===== src/rtl/mix_sequence_ctrl_if.sv =====
// Host-side bundle for the mixing-chain sequencer: run control, programmed
// durations in, valve/mixer drives and status out.
interface mix_sequence_ctrl_if #(
  parameter int unsigned NUM_SOLN = 3,
  parameter int unsigned CNT_W    = 16
);
  logic                      start;
  logic                      abort;
  logic [NUM_SOLN-1:0]       chan_mask;
  logic [NUM_SOLN*CNT_W-1:0] dwell;
  logic [CNT_W-1:0]          mix_cyc;
  logic [CNT_W-1:0]          flush_cyc;
  logic [NUM_SOLN-1:0]       valve_open;
  logic                      mix_en;
  logic                      out_valve;
  logic                      busy;
  logic [3:0]                cur_chan;
  logic                      done;
  logic                      err;

  modport master (
    output start, abort, chan_mask, dwell, mix_cyc, flush_cyc,
    input  valve_open, mix_en, out_valve, busy, cur_chan, done, err
  );

  modport slave (
    input  start, abort, chan_mask, dwell, mix_cyc, flush_cyc,
    output valve_open, mix_en, out_valve, busy, cur_chan, done, err
  );
endinterface


===== src/rtl/mix_sequence_ctrl.sv =====
// Microfluidic mixing-chain sequencer: dispenses enabled inlet channels one at
// a time in ascending order (each followed by a settle gap), then runs one mix
// phase and one flush phase. All outputs are registered alongside the state.
// SETTLE_CYC must be at least 1.
module mix_sequence_ctrl #(
  parameter int unsigned NUM_SOLN   = 3,
  parameter int unsigned CNT_W      = 16,
  parameter int unsigned SETTLE_CYC = 4
) (
  input logic                clk,
  input logic                rst_n,
  mix_sequence_ctrl_if.slave bus
);

  localparam int unsigned IDX_W = (NUM_SOLN > 1) ? $clog2(NUM_SOLN) : 1;
  localparam logic [NUM_SOLN-1:0] ONE_HOT0  = NUM_SOLN'(1);
  localparam logic [CNT_W-1:0]    SETTLE_LD = CNT_W'(SETTLE_CYC - 1);
  localparam logic [CNT_W-1:0]    CNT_ONE   = CNT_W'(1);

  typedef enum logic [2:0] {
    IDLE,
    DISPENSE,
    SETTLE,
    MIX,
    FLUSH,
    DONE
  } state_t;

  state_t              state;
  logic [CNT_W-1:0]    cnt;
  logic [NUM_SOLN-1:0] rem;
  logic [CNT_W-1:0]    sh_dwell [NUM_SOLN];
  logic [CNT_W-1:0]    sh_mix;
  logic [CNT_W-1:0]    sh_flush;

  logic [CNT_W-1:0]    dw_in [NUM_SOLN];
  logic [NUM_SOLN-1:0] eff_mask;
  logic [IDX_W-1:0]    first_idx;
  logic                first_any;
  logic [IDX_W-1:0]    next_idx;
  logic                next_any;
  state_t              tail_a;
  logic [CNT_W-1:0]    tail_a_cnt;
  state_t              tail_b;
  logic [CNT_W-1:0]    tail_b_cnt;

  // Unpack per-channel dwell and drop channels whose dwell is zero
  always_comb begin
    for (int unsigned i = 0; i < NUM_SOLN; i++) begin
      dw_in[i]    = bus.dwell[i*CNT_W +: CNT_W];
      eff_mask[i] = bus.chan_mask[i] & (dw_in[i] != '0);
    end
  end

  // Lowest enabled channel at start, and lowest channel still pending mid-run
  always_comb begin
    first_any = |eff_mask;
    first_idx = '0;
    for (int unsigned i = NUM_SOLN; i > 0; i--) begin
      if (eff_mask[i-1]) first_idx = IDX_W'(i - 1);
    end
    next_any = |rem;
    next_idx = '0;
    for (int unsigned i = NUM_SOLN; i > 0; i--) begin
      if (rem[i-1]) next_idx = IDX_W'(i - 1);
    end
  end

  // Resolve zero-length mix/flush phases into the first phase that actually runs
  always_comb begin
    if (sh_mix != '0) begin
      tail_a     = MIX;
      tail_a_cnt = sh_mix - CNT_ONE;
    end else if (sh_flush != '0) begin
      tail_a     = FLUSH;
      tail_a_cnt = sh_flush - CNT_ONE;
    end else begin
      tail_a     = DONE;
      tail_a_cnt = '0;
    end
    if (sh_flush != '0) begin
      tail_b     = FLUSH;
      tail_b_cnt = sh_flush - CNT_ONE;
    end else begin
      tail_b     = DONE;
      tail_b_cnt = '0;
    end
  end

  // Sequencer state, duration counter, shadow config and registered outputs
  always_ff @(posedge clk or negedge rst_n) begin
    if (!rst_n) begin
      state          <= IDLE;
      cnt            <= '0;
      rem            <= '0;
      sh_dwell       <= '{default: '0};
      sh_mix         <= '0;
      sh_flush       <= '0;
      bus.valve_open <= '0;
      bus.mix_en     <= 1'b0;
      bus.out_valve  <= 1'b0;
      bus.busy       <= 1'b0;
      bus.cur_chan   <= '0;
      bus.done       <= 1'b0;
      bus.err        <= 1'b0;
    end else begin
      bus.done <= 1'b0;
      bus.err  <= 1'b0;
      if (state != IDLE && bus.abort) begin
        state          <= IDLE;
        cnt            <= '0;
        rem            <= '0;
        bus.valve_open <= '0;
        bus.mix_en     <= 1'b0;
        bus.out_valve  <= 1'b0;
        bus.busy       <= 1'b0;
        bus.cur_chan   <= '0;
        bus.err        <= 1'b1;
      end else begin
        case (state)
          IDLE: begin
            if (bus.start) begin
              if (!first_any) begin
                bus.err <= 1'b1;
              end else begin
                sh_dwell       <= dw_in;
                sh_mix         <= bus.mix_cyc;
                sh_flush       <= bus.flush_cyc;
                rem            <= eff_mask & ~(ONE_HOT0 << first_idx);
                state          <= DISPENSE;
                cnt            <= dw_in[first_idx] - CNT_ONE;
                bus.valve_open <= ONE_HOT0 << first_idx;
                bus.cur_chan   <= 4'(first_idx);
                bus.busy       <= 1'b1;
              end
            end
          end
          DISPENSE: begin
            if (cnt == '0) begin
              state          <= SETTLE;
              cnt            <= SETTLE_LD;
              bus.valve_open <= '0;
              bus.cur_chan   <= '0;
            end else begin
              cnt <= cnt - CNT_ONE;
            end
          end
          SETTLE: begin
            if (cnt == '0) begin
              if (next_any) begin
                state          <= DISPENSE;
                cnt            <= sh_dwell[next_idx] - CNT_ONE;
                rem            <= rem & ~(ONE_HOT0 << next_idx);
                bus.valve_open <= ONE_HOT0 << next_idx;
                bus.cur_chan   <= 4'(next_idx);
              end else begin
                state         <= tail_a;
                cnt           <= tail_a_cnt;
                bus.mix_en    <= (tail_a == MIX);
                bus.out_valve <= (tail_a == FLUSH);
                bus.done      <= (tail_a == DONE);
                bus.busy      <= (tail_a != DONE);
              end
            end else begin
              cnt <= cnt - CNT_ONE;
            end
          end
          MIX: begin
            if (cnt == '0) begin
              state         <= tail_b;
              cnt           <= tail_b_cnt;
              bus.mix_en    <= 1'b0;
              bus.out_valve <= (tail_b == FLUSH);
              bus.done      <= (tail_b == DONE);
              bus.busy      <= (tail_b != DONE);
            end else begin
              cnt <= cnt - CNT_ONE;
            end
          end
          FLUSH: begin
            if (cnt == '0) begin
              state         <= DONE;
              bus.out_valve <= 1'b0;
              bus.done      <= 1'b1;
              bus.busy      <= 1'b0;
            end else begin
              cnt <= cnt - CNT_ONE;
            end
          end
          DONE: begin
            state <= IDLE;
          end
          default: begin
            state <= IDLE;
          end
        endcase
      end
    end
  end

endmodule


===== src/flat_wrapper.sv =====
// flat-port wrapper written by rule: the top's interface ports become plain ports
module mix_sequence_ctrl_flat 
#(
  parameter int unsigned NUM_SOLN   = 3,
  parameter int unsigned CNT_W      = 16,
  parameter int unsigned SETTLE_CYC = 4
)
  (clk, rst_n, bus_start, bus_abort, bus_chan_mask, bus_dwell, bus_mix_cyc, bus_flush_cyc, bus_valve_open, bus_mix_en, bus_out_valve, bus_busy, bus_cur_chan, bus_done, bus_err);
  mix_sequence_ctrl_if #(.NUM_SOLN(NUM_SOLN), .CNT_W(CNT_W)) bus_i ();
  input logic clk;
  input logic rst_n;
  input wire logic [$bits(bus_i.start)-1:0] bus_start;
  input wire logic [$bits(bus_i.abort)-1:0] bus_abort;
  input wire logic [$bits(bus_i.chan_mask)-1:0] bus_chan_mask;
  input wire logic [$bits(bus_i.dwell)-1:0] bus_dwell;
  input wire logic [$bits(bus_i.mix_cyc)-1:0] bus_mix_cyc;
  input wire logic [$bits(bus_i.flush_cyc)-1:0] bus_flush_cyc;
  output wire logic [$bits(bus_i.valve_open)-1:0] bus_valve_open;
  output wire logic [$bits(bus_i.mix_en)-1:0] bus_mix_en;
  output wire logic [$bits(bus_i.out_valve)-1:0] bus_out_valve;
  output wire logic [$bits(bus_i.busy)-1:0] bus_busy;
  output wire logic [$bits(bus_i.cur_chan)-1:0] bus_cur_chan;
  output wire logic [$bits(bus_i.done)-1:0] bus_done;
  output wire logic [$bits(bus_i.err)-1:0] bus_err;
  assign bus_i.start = bus_start;
  assign bus_i.abort = bus_abort;
  assign bus_i.chan_mask = bus_chan_mask;
  assign bus_i.dwell = bus_dwell;
  assign bus_i.mix_cyc = bus_mix_cyc;
  assign bus_i.flush_cyc = bus_flush_cyc;
  assign bus_valve_open = bus_i.valve_open;
  assign bus_mix_en = bus_i.mix_en;
  assign bus_out_valve = bus_i.out_valve;
  assign bus_busy = bus_i.busy;
  assign bus_cur_chan = bus_i.cur_chan;
  assign bus_done = bus_i.done;
  assign bus_err = bus_i.err;
  mix_sequence_ctrl #(.NUM_SOLN(NUM_SOLN), .CNT_W(CNT_W), .SETTLE_CYC(SETTLE_CYC)) u_core (.clk(clk), .rst_n(rst_n), .bus(bus_i));
endmodule

===== config.mk =====
export PLATFORM = sky130hd
export DESIGN_NAME = mix_sequence_ctrl_flat
export DESIGN_NICKNAME = d
export VERILOG_FILES = /design/src/rtl/mix_sequence_ctrl_if.sv /design/src/rtl/mix_sequence_ctrl.sv /design/src/flat_wrapper.sv
export SDC_FILE = /design/constraint.sdc
export NUM_CORES = 1
export LEC_CHECK = 0
export ABC_AREA = 1
export ABC_CLOCK_PERIOD_IN_PS = 5090
export BUFFER_PORTS_ARGS = -buffer_cell sky130_fd_sc_hd__buf_2
export CAP_MARGIN = 40
export CORE_MARGIN = 5
export CORE_UTILIZATION = 60
export DETAILED_ROUTE_END_ITERATION = 8
export GPL_ROUTABILITY_DRIVEN = 1
export GPL_TIMING_DRIVEN = 0
export PLACE_DENSITY = 0.82
export SKIP_CTS_REPAIR_TIMING = 1
export SLEW_MARGIN = 20
export SYNTH_ARGS = -nofsm -noshare
export SYNTH_HDL_FRONTEND = slang
export SYNTH_SLANG_ARGS = --single-unit

===== constraint.sdc =====
create_clock -name clk -period 5.09 [get_ports clk]
set_input_delay 0.2545 -clock clk [delete_from_list [all_inputs] [get_ports clk]]
set_output_delay 0.2545 -clock clk [all_outputs]
set_load 0.02 [all_outputs]

* Word level (Yosys, flattened, before mapping)
Index checks and enable logic that the tools add are counted.
** Word-level totals
- Bits in read-only memories :: 0
- Bits in registers :: 114
- Output and inout bits :: 12
- Word-level logic and storage cells :: 160
- RAM bits :: 0
- Latch bits :: 0
- Input port bits :: 87
- Memories :: 0
** Cells by class
- Eq/ne operators :: 20
- Shift operators :: 2
- $lt $le $gt $ge :: 2
- Multipliers :: 0
- Reduce and logical (&&, ||, !) cells :: 25
- Add/sub/neg operators :: 5
- Mux-type cells :: 81
- Divide/modulo/power cells :: 0
- Bitwise logic cells :: 10
** Operator list (number)
- 2-to-1 mux 16 bit :: 14
- case mux 16 bit (5 select lines) :: 1
- nonzero test 16 bit :: 5
- subtractor 16 x 1 -> 16 bit, second input constant :: 5
- binary-select mux 16 bit (select 2 bit) :: 2
- 2-to-1 mux 3 bit :: 20
- 2-to-1 mux 1 bit :: 24
- 2-to-1 mux 4 bit :: 6
- inequality test 3 x 1 -> 1 bit, second input constant :: 6
- logical NOT 16 bit :: 1
- == test 3 bit, second input constant :: 5
- case mux 3 bit (5 select lines) :: 1
- 2-to-1 mux 2 bit :: 6
- case mux 4 bit (3 select lines) :: 1
- AND reduction 4 bit :: 3
- AND reduction 6 bit :: 2
- AND reduction 5 bit :: 2
- == test 3 x 2 -> 1 bit, second input constant :: 3
- inequality test 3 bit, second input constant :: 3
- case mux 3 bit (3 select lines) :: 1
- nonzero test 3 bit :: 3
- nonzero test 4 bit :: 2
- AND reduction 7 bit :: 1
- AND 3 bit :: 2
- other kinds (17) :: 26

* Logic depth before layout (Yosys ltp)
Gate-level depths: netlist (run 1).
- Depth in word-level cells :: 14
- Mapped depth :: 19
- Mapped depth without buffers :: 19

* Least setup slack after synthesis (run 1)
No wires, ideal clock.
- Kind :: register to register
- Start :: register u_core.cnt[0]
- End :: register u_core.cnt[0]
- Slack :: 2.943 ns
- Required time :: 4.959 ns
- Data arrival time :: 2.016 ns
- Clock period less this slack :: 2.147 ns
- Setup time :: 0.131 ns
- Buffers on the path :: 0
- Cell stages (with the launch flop) :: 16
- Path through :: dfrtp_1 inv_1 ha_1 nand2_1 nor2_4 nand2_2 nor2_2 nand2_1 nor2_4 inv_2 o311ai_4 inv_2 nand2_2 nor2_1 o21ai_1 o21ai_0
** On the way
- Longest elaborated chain between the ends :: 4
- Elaborated cells between the ends (all ways) :: 10
- Those cells by class :: 1 x add/sub; 1 x eq/ne; 6 x mux; 2 x reduce/logical
** RTL lines
- start, declared :: RTL line mix_sequence_ctrl.sv:30 : logic [CNT_W-1:0] cnt;
- start signal, assigned :: RTL line mix_sequence_ctrl.sv:131 : cnt <= dw_in[first_idx] - CNT_ONE;
- start signal, assigned :: RTL line mix_sequence_ctrl.sv:145 : cnt <= cnt - CNT_ONE;
- start signal, assigned :: RTL line mix_sequence_ctrl.sv:152 : cnt <= sh_dwell[next_idx] - CNT_ONE;
- subtractor 16 x 1 -> 16 bit / logical NOT 16 bit (equally long branches)
- 2-to-1 mux 16 bit, on equally long branches
- case mux 16 bit (5 select lines) :: RTL line mix_sequence_ctrl.sv:120 : case (state)
- 2-to-1 mux 16 bit :: RTL line mix_sequence_ctrl.sv:109 : if (state != IDLE && bus.abort) begin
Parallel ways exist; a longest one is shown, timed or not. The select of a mux whose other input is x is not followed.
A chain may end at the register's enable or synchronous reset.

* Worst setup path after layout (run 1)
- Start :: register u_core.cnt[0]
- End :: register u_core.bus.cur_chan[1]
** On the way
- Longest elaborated chain between the ends :: 3
- Elaborated cells between the ends (all ways) :: 4
- Those cells by class :: 2 x eq/ne; 2 x reduce/logical
** RTL lines
- logical NOT 16 bit * :: RTL line mix_sequence_ctrl.sv:139, mix_sequence_ctrl.sv:149
- inequality test 3 x 1 -> 1 bit (no line)
- AND reduction 6 bit (no line) *
- end signal, assigned :: RTL line mix_sequence_ctrl.sv:133 : bus.cur_chan <= 4'(first_idx);
- end signal, assigned :: RTL line mix_sequence_ctrl.sv:155 : bus.cur_chan <= 4'(next_idx);
- end, declared :: RTL line mix_sequence_ctrl_if.sv:28 : output valve_open, mix_en, out_valve, busy, cur_chan, done, err
Every way passes the cells marked *; elsewhere a longest branch is shown, timed or not.

==> results.yml, run 1 <==
setup_path:
  reg2reg_from: "u_core.cnt[0]$_DFFE_PN0P_"
  startpoint_to_endpoint_class_of_the_critical_path: "register to register"
  critical_path_buf_inv_count: 3
  timing.critical_path.slowest_cell_delay_ns: 0.36
  crit_slowest_cell: "sky130_fd_sc_hd__dfrtp_1"
  critical_path.cell_chain: "inv_1 > ha_1 > nand2_1 > nor2_4 > nand2_2 > nor2_2 > nand2_1 > nor2_4 > inv_2 > nand2_1 > nor2_1 > inv_1 > nand3_1 > nor2_1 > nand2_1 > nand2_1"
  critical_path_required_ns: 5.40
  critPathTopFamily: "simple AND/OR/NAND/NOR gates"
  worst-path-max-fanout: 9
  crit_path_start: "u_core.cnt[0]$_DFFE_PN0P_"
  cpMostUsedCell: "sky130_fd_sc_hd__nand2_1"
  critical_path_sink_type: "register"
  setup.worst_path.start_class: "register"
  arrival_ns: 3.18
drt:
  drc: 0
  wirelength_um: 29000
  drtIter0Drc: 980
  post_drt_via_cell_ratio: 5.81
  routedWlPerCell_um: 18.3
  via_count: 9189
  detail-route-antenna-nets: 0
  drt_first_pass_iters: 5
placement:
  count_of_port_buffers_added_during_placement: 96
  dpl.cell_count: 1564
  globalplace.congestion: 1.02
  place.detailed.hpwl_um: 23000
  placed_cell_area_um2: 9230
synth:
  seq_area_frac_synth_pct: 33.0
  biggest_area_contributors_in_the_synthesized_netlist: "sky130_fd_sc_hd__dfrtp_1 (33%), sky130_fd_sc_hd__nand2_1 (16%), sky130_fd_sc_hd__nand3_1 (6.9%), sky130_fd_sc_hd__nor2_1 (6.9%), sky130_fd_sc_hd__inv_1 (6.3%)"
  post_synth_and_or_nand_nor_area_fraction_pct: 37.2
  postSynthRegisterBits: 112
  synth_async_reset_ratio_pct: 100
  synth_compound_area_share_pct: 13.2
  yosys_most_used_dff: "sky130_fd_sc_hd__dfrtp_1"
  ys_types: 51
  share_of_synthesized_cell_area_in_full_adder_half_adder_and_majority_cells_pct: 1.03
  synth.top_cell.area_share_pct: 33.0
  synthMuxAreaShare_pct: 2.12
  combinational_family_with_the_most_area_after_synthesis: "simple AND/OR/NAND/NOR gates"
  synthXorXnorAreaFrac_pct: 3.82
  synthesis.area_um2: 8490
  postSynthCellCount: 1286
  syn_area_per_cell_um2: 6.60
  synth_warnings: 0
  synth_enable_flop_cells: 0
  synthDominantAreaCellType: "sky130_fd_sc_hd__dfrtp_1"
timing:
  fmax_ghz: 0.348
  final_setup_violating_endpoints: 0
  finalClockSkew_ns: 0.00737
  post-route-period-util_pct: 56.5
  worstMarginPinSlew_ns: 0.646
  hold_viol: 0
  drv_slew: 0
  slew-limit-headroom_pct: 56.9
  period_minus_slack_ns: 2.88
  unrepaired_setup_endpoints_after_global_routing: "false"
  tns_ns: 0
layout:
  area_growth_syn_to_layout_pct: 13.0
  layout.cells.most_common_list: "sky130_fd_sc_hd__nand2_1 (366), sky130_fd_sc_hd__nor2_1 (155), sky130_fd_sc_hd__inv_1 (143), sky130_fd_sc_hd__nand3_1 (117)"
  number_of_diodes_added_for_antenna_fixing: 0
  finalInstanceArea_um2: 9590
  final_non_filler_cell_total: 1581
  layout-drive-gt1-share_pct: 15.9
  finalNetCount: 1490
  mostFrequentLayoutCell: "sky130_fd_sc_hd__nand2_1"
cts:
  clk_sinks: 112
  max_buffers_root_to_sink: 2
  path_clk_slew_ns: 0.08
  cts_tree: "done"
  root_buffer: "sky130_fd_sc_hd__clkbuf_16"
  worst_skew_pair.late_latency_ns: 0.37
  htree_num_levels: 3
  tritoncts.num_buffers: 9
grt:
  grt_first_pass_wirelength_um: 46100
  first_global_vias: 8721
  grt.overflow.total: 0
  grt_usage_pct: 35.8
  grt_start_max_net_pins: 62
  number_of_antenna_violations_at_the_first_check_in_global_routing: 0
power_and_ir_drop:
  power_density_nw_per_um2: 606
  power.static_leakage_uw: 0.00494
  ir_worst_vdd_v: 0.000337
outcome:
  outcome: "finished clean"
floorplan:
  rows: 43
  die_width_um: 129
  floorplan.initialDensity_pct: 61.2
  die_area_um2: 16600
  die_h_um: 129
  fp.coreArea_um2: 13900
  design.portCount: 99
job:
  cap_viol_max_count: 0
worst_hold_path:
  worstHoldStart: "bus_mix_cyc[8]"
  hold_path.class: "input pin to register"
per-layer routing:
| metal | global-route usage (%) | routed length [um] | vias to the layer above |
|---|---|---|---|
| li1 | - | - | 4369 |
| met1 | 49.2 | 12100 | 4235 |
| met2 | 56.7 | 13000 | 516 |
| met3 | 7.68 | 3000 | 69 |
| met4 | 11.4 | 900 | 0 |
| met5 | 0 | 0 | - |
registers in the layout (all words and copies together) (netlist names):
| register | count |
|---|---|
| u_core.cnt | 16 |
| u_core.rem | 3 |
| u_core.bus.cur_chan | 2 |
| u_core.bus.valve_open | 3 |
| u_core.bus.mix_en | 1 |
| u_core.bus.done | 1 |
| u_core.bus.err | 1 |
| u_core.sh_dwell | 48 |
| u_core.bus.busy | 1 |
| u_core.bus.out_valve | 1 |
| u_core.state | 3 |
| u_core.sh_mix | 16 |
| u_core.sh_flush | 16 |
cell type report:
type                       count  area, um^2
multi-input combinational    982        4870
fill                        1272        4290
sequential                   112        2800
inverter                     152         571
timing repair buffer          98         524
buffer                        41         246
clock buffer                   9         225
tap                          180         225
clock inverter                 7         124
path summary, 6_finish.rpt:
path | to | slack (ns) | depth (start not counted)
max | u_core.bus.cur_chan[1]$_DFFE_PN0P_ | 2.21 | 16
min | u_core.sh_mix[8]$_DFFE_PN0P_ | 0.12 | 2
max reg2reg | u_core.bus.cur_chan[1]$_DFFE_PN0P_ | 2.21 | 16
min reg2reg | u_core.bus.cur_chan[0]$_DFFE_PN0P_ | 0.49 | 2
max in group asynchronous | u_core.sh_flush[10]$_DFFE_PN0P_ | 3.96 | 3
min in group asynchronous | u_core.sh_dwell[41]$_DFFE_PN0P_ | 0.44 | 2
through the flow:
step / setup slack, ns / total power [uW] / utilization (%) / hold slack, ns
detailed placement: 2.18 / 4870 / 66.5 / 0.226
global route: 2.05 / 6230 / 69.1 / 0.119
floorplan: 2.94 / 3880 / - / -0.0411
finish: 2.21 / 5820 / 69.1 / 0.122
global placement: 2.24 / 4790 / 66.3 / 0.460
CTS: 2.28 / 5730 / 69.0 / -0.152
synthesized netlist by cell type, drive strengths merged, types with 5 or more instances:
library cell and instances:
nand3 121, inv 152, ha 7, o211ai 10
mux2 16, nor3 18, nand2 380, dfrtp 112
a31oi 5, xnor2 7, a21oi 69, o21ai 86
clkbuf 10, o22ai 9, nand4 16, nor2 180
buf 31, xor2 30
cell families after synthesis:
family / after synthesis
AOI/OAI and AO/OA: 195
xor gates and xnor gates: 37
adders and majority gates: 7
buffers and inverters: 193
DFF: 112
muxes: 16
other: 1
and+or+nand+nor: 725
power breakdown:
part / internal, uW / switching (uW) / total, uW / leakage, uW
Clock: 488 / 357 / 845 / 0.000172
Sequential: 1310 / 335 / 1650 / 0.00135
Combinational: 1080 / 2250 / 3330 / 0.00342
(Power assumes the default switching activity.)
==> run 2: changes to the inputs <==
ABC_CLOCK_PERIOD_IN_PS = 2600   (was 5090)
CORE_UTILIZATION = 54   (was 60)
PLACE_DENSITY = 0.78   (was 0.82)
clock period = 2.6 ns   (was 5.09 ns; I/O delays follow)
==> results.yml, run 2 (same netlist as run 1, synthesis figures left out) <==
grt:
  grt_usage_pct: 31.2
  first_global_vias: 8565
  grt_first_pass_wirelength_um: 44900
  grt_start_max_net_pins: 66
  number_of_antenna_violations_at_the_first_check_in_global_routing: 0
  grt.overflow.total: 0
cts:
  htree_num_levels: 3
  tritoncts.num_buffers: 9
  root_buffer: "sky130_fd_sc_hd__clkbuf_16"
  cts_tree: "done"
  worst_skew_pair.late_latency_ns: 0.37
  clk_sinks: 112
  max_buffers_root_to_sink: 2
  path_clk_slew_ns: 0.08
layout:
  finalNetCount: 1508
  layout-drive-gt1-share_pct: 18.6
  layout.cells.most_common_list: "sky130_fd_sc_hd__nand2_1 (364), sky130_fd_sc_hd__nor2_1 (150), sky130_fd_sc_hd__inv_1 (137), sky130_fd_sc_hd__nand3_1 (114), sky130_fd_sc_hd__buf_2 (112)"
  largest_reg_flops: 48
  largest_register: "u_core.sh_dwell"
  area_growth_syn_to_layout_pct: 15.9
  mostFrequentLayoutCell: "sky130_fd_sc_hd__nand2_1"
  final_core_utilization_pct: 64.2
  number_of_diodes_added_for_antenna_fixing: 0
  layout.filler_cells: 1487
setup_path:
  worst-path-max-fanout: 10
  arrival_ns: 2.78
  critical_path_sink_type: "register"
  startpoint_to_endpoint_class_of_the_critical_path: "register to register"
  critical_path_required_ns: 2.85
  setup.worst_path.start_class: "register"
timing:
  hold_ws_ns: -0.00587
  drv_slew: 0
  fmax_ghz: 0.395
  hold_viol: 2
  worstMarginPinSlew_ns: 0.694
  post-route-period-util_pct: 97.3
  tns_ns: 0
  finalClockSkew_ns: 0.0100
  slew-limit-headroom_pct: 53.7
  period_minus_slack_ns: 2.53
  final_setup_violating_endpoints: 0
floorplan:
  fp.coreArea_um2: 15300
  die_area_um2: 18300
  design.portCount: 99
  die_width_um: 135
  floorplan.initialDensity_pct: 55.4
  rows: 45
  die_h_um: 135
drt:
  via_count: 9161
  routedWlPerCell_um: 17.4
  detail-route-antenna-nets: 0
  drc: 0
  drtIter0Drc: 1020
  met2_length_um: 12600
  post_drt_via_cell_ratio: 5.62
  wirelength_um: 28400
  detail_route.wirelength.met1_um: 12200
  drt_first_pass_iters: 6
  top_signal_layer_used: "met4"
  met3RoutedLength_um: 2630
placement:
  globalplace.congestion: 0.998
  place.detailed.hpwl_um: 22200
  count_of_port_buffers_added_during_placement: 96
power_and_ir_drop:
  power_density_nw_per_um2: 1150
  power.static_leakage_uw: 0.00500
  ir_worst_vdd_v: 0.000510
job:
  cap_viol_max_count: 0
outcome:
  violations: "negative hold slack"
  outcome: "finished, violations left"
worst_hold_path:
  hold_path.class: "input pin to register"
[run 2: cell count changes in the layout (fill, tap and decap cells not counted), sizes merged]
cell         previous run  this run
bufinv                  3         0
dlygate4sd3             1         5
buf                   128       142
clkinv                  1         3
clkinvlp                0         1
[run 2: through the flow]
stage,worst slack (ns),instances,area (um^2),power (uW),hold WS [ns]
final,0.0701,1630,9840,11300,-0.00587
after global routing,-0.0341,1630,9840,12300,0.00323
after CTS,-0.206,1611,9560,10900,-0.296
after detailed placement,-0.190,1595,9270,9480,0.0958
after global placement,-0.137,1594,9240,9380,0.362
after floorplan,0.453,1287,8490,7600,-0.166
[run 2: layer usage]
metal | vias up | global-route usage [%]
met4 | 0 | 11.4
met3 | 67 | 5.01
met2 | 445 | 48.1
li1 | 4408 | -
met5 | - | 0
met1 | 4241 | 44.5
[run 2: final timing paths]
kind,from,to,slack [ns],cells after the start
worst min register to register,u_core.cnt[14]$_DFFE_PN0P_,u_core.cnt[14]$_DFFE_PN0P_,0.48,2
worst min-delay path,bus_flush_cyc[15],u_core.sh_flush[15]$_DFFE_PN0P_,-0.006,2
max in group asynchronous,rst_n,u_core.rem[0]$_DFFE_PN0P_,1.63,3
worst max-delay path,u_core.rem[2]$_DFFE_PN0P_,u_core.cnt[6]$_DFFE_PN0P_,0.07,13
worst max register to register,u_core.rem[2]$_DFFE_PN0P_,u_core.cnt[6]$_DFFE_PN0P_,0.07,13
min in group asynchronous,rst_n,u_core.sh_dwell[46]$_DFFE_PN0P_,0.26,2
[run 2: area by class of cell]
cell class	instances	area (um^2)	share of cell area [%]
clock inverters	7	63.8	0.649
flip-flops and latches	112	2810	28.5
repair buffers	116	669	6.80
plain buffers	41	246	2.51
clock buffers	9	225	2.29
well taps	211	264	2.68
multi-input cells	982	4990	50.7
inverters	152	573	5.83
[run 2: worst max-delay path: stages, from the launching register on]
cell,delay [ns]
sky130_fd_sc_hd__dfrtp_1,0.45
sky130_fd_sc_hd__nand2_4,0.15
sky130_fd_sc_hd__buf_6,0.17
sky130_fd_sc_hd__nand3_1,0.14
sky130_fd_sc_hd__o21ai_4,0.10
sky130_fd_sc_hd__ha_2,0.22
sky130_fd_sc_hd__nand3_2,0.10
sky130_fd_sc_hd__nor2_4,0.21
sky130_fd_sc_hd__nand3_1,0.11
sky130_fd_sc_hd__xor2_1,0.16
sky130_fd_sc_hd__o211ai_1,0.31
sky130_fd_sc_hd__nand3_1,0.14
sky130_fd_sc_hd__nand3_2,0.11
sky130_fd_sc_hd__nand2_1,0.05
[run 2: where the power goes]
group          switching (uW)  internal [uW]
Clock                     716            671
Combinational            4460           2260
Sequential                673           2570
Total                    5850           5500
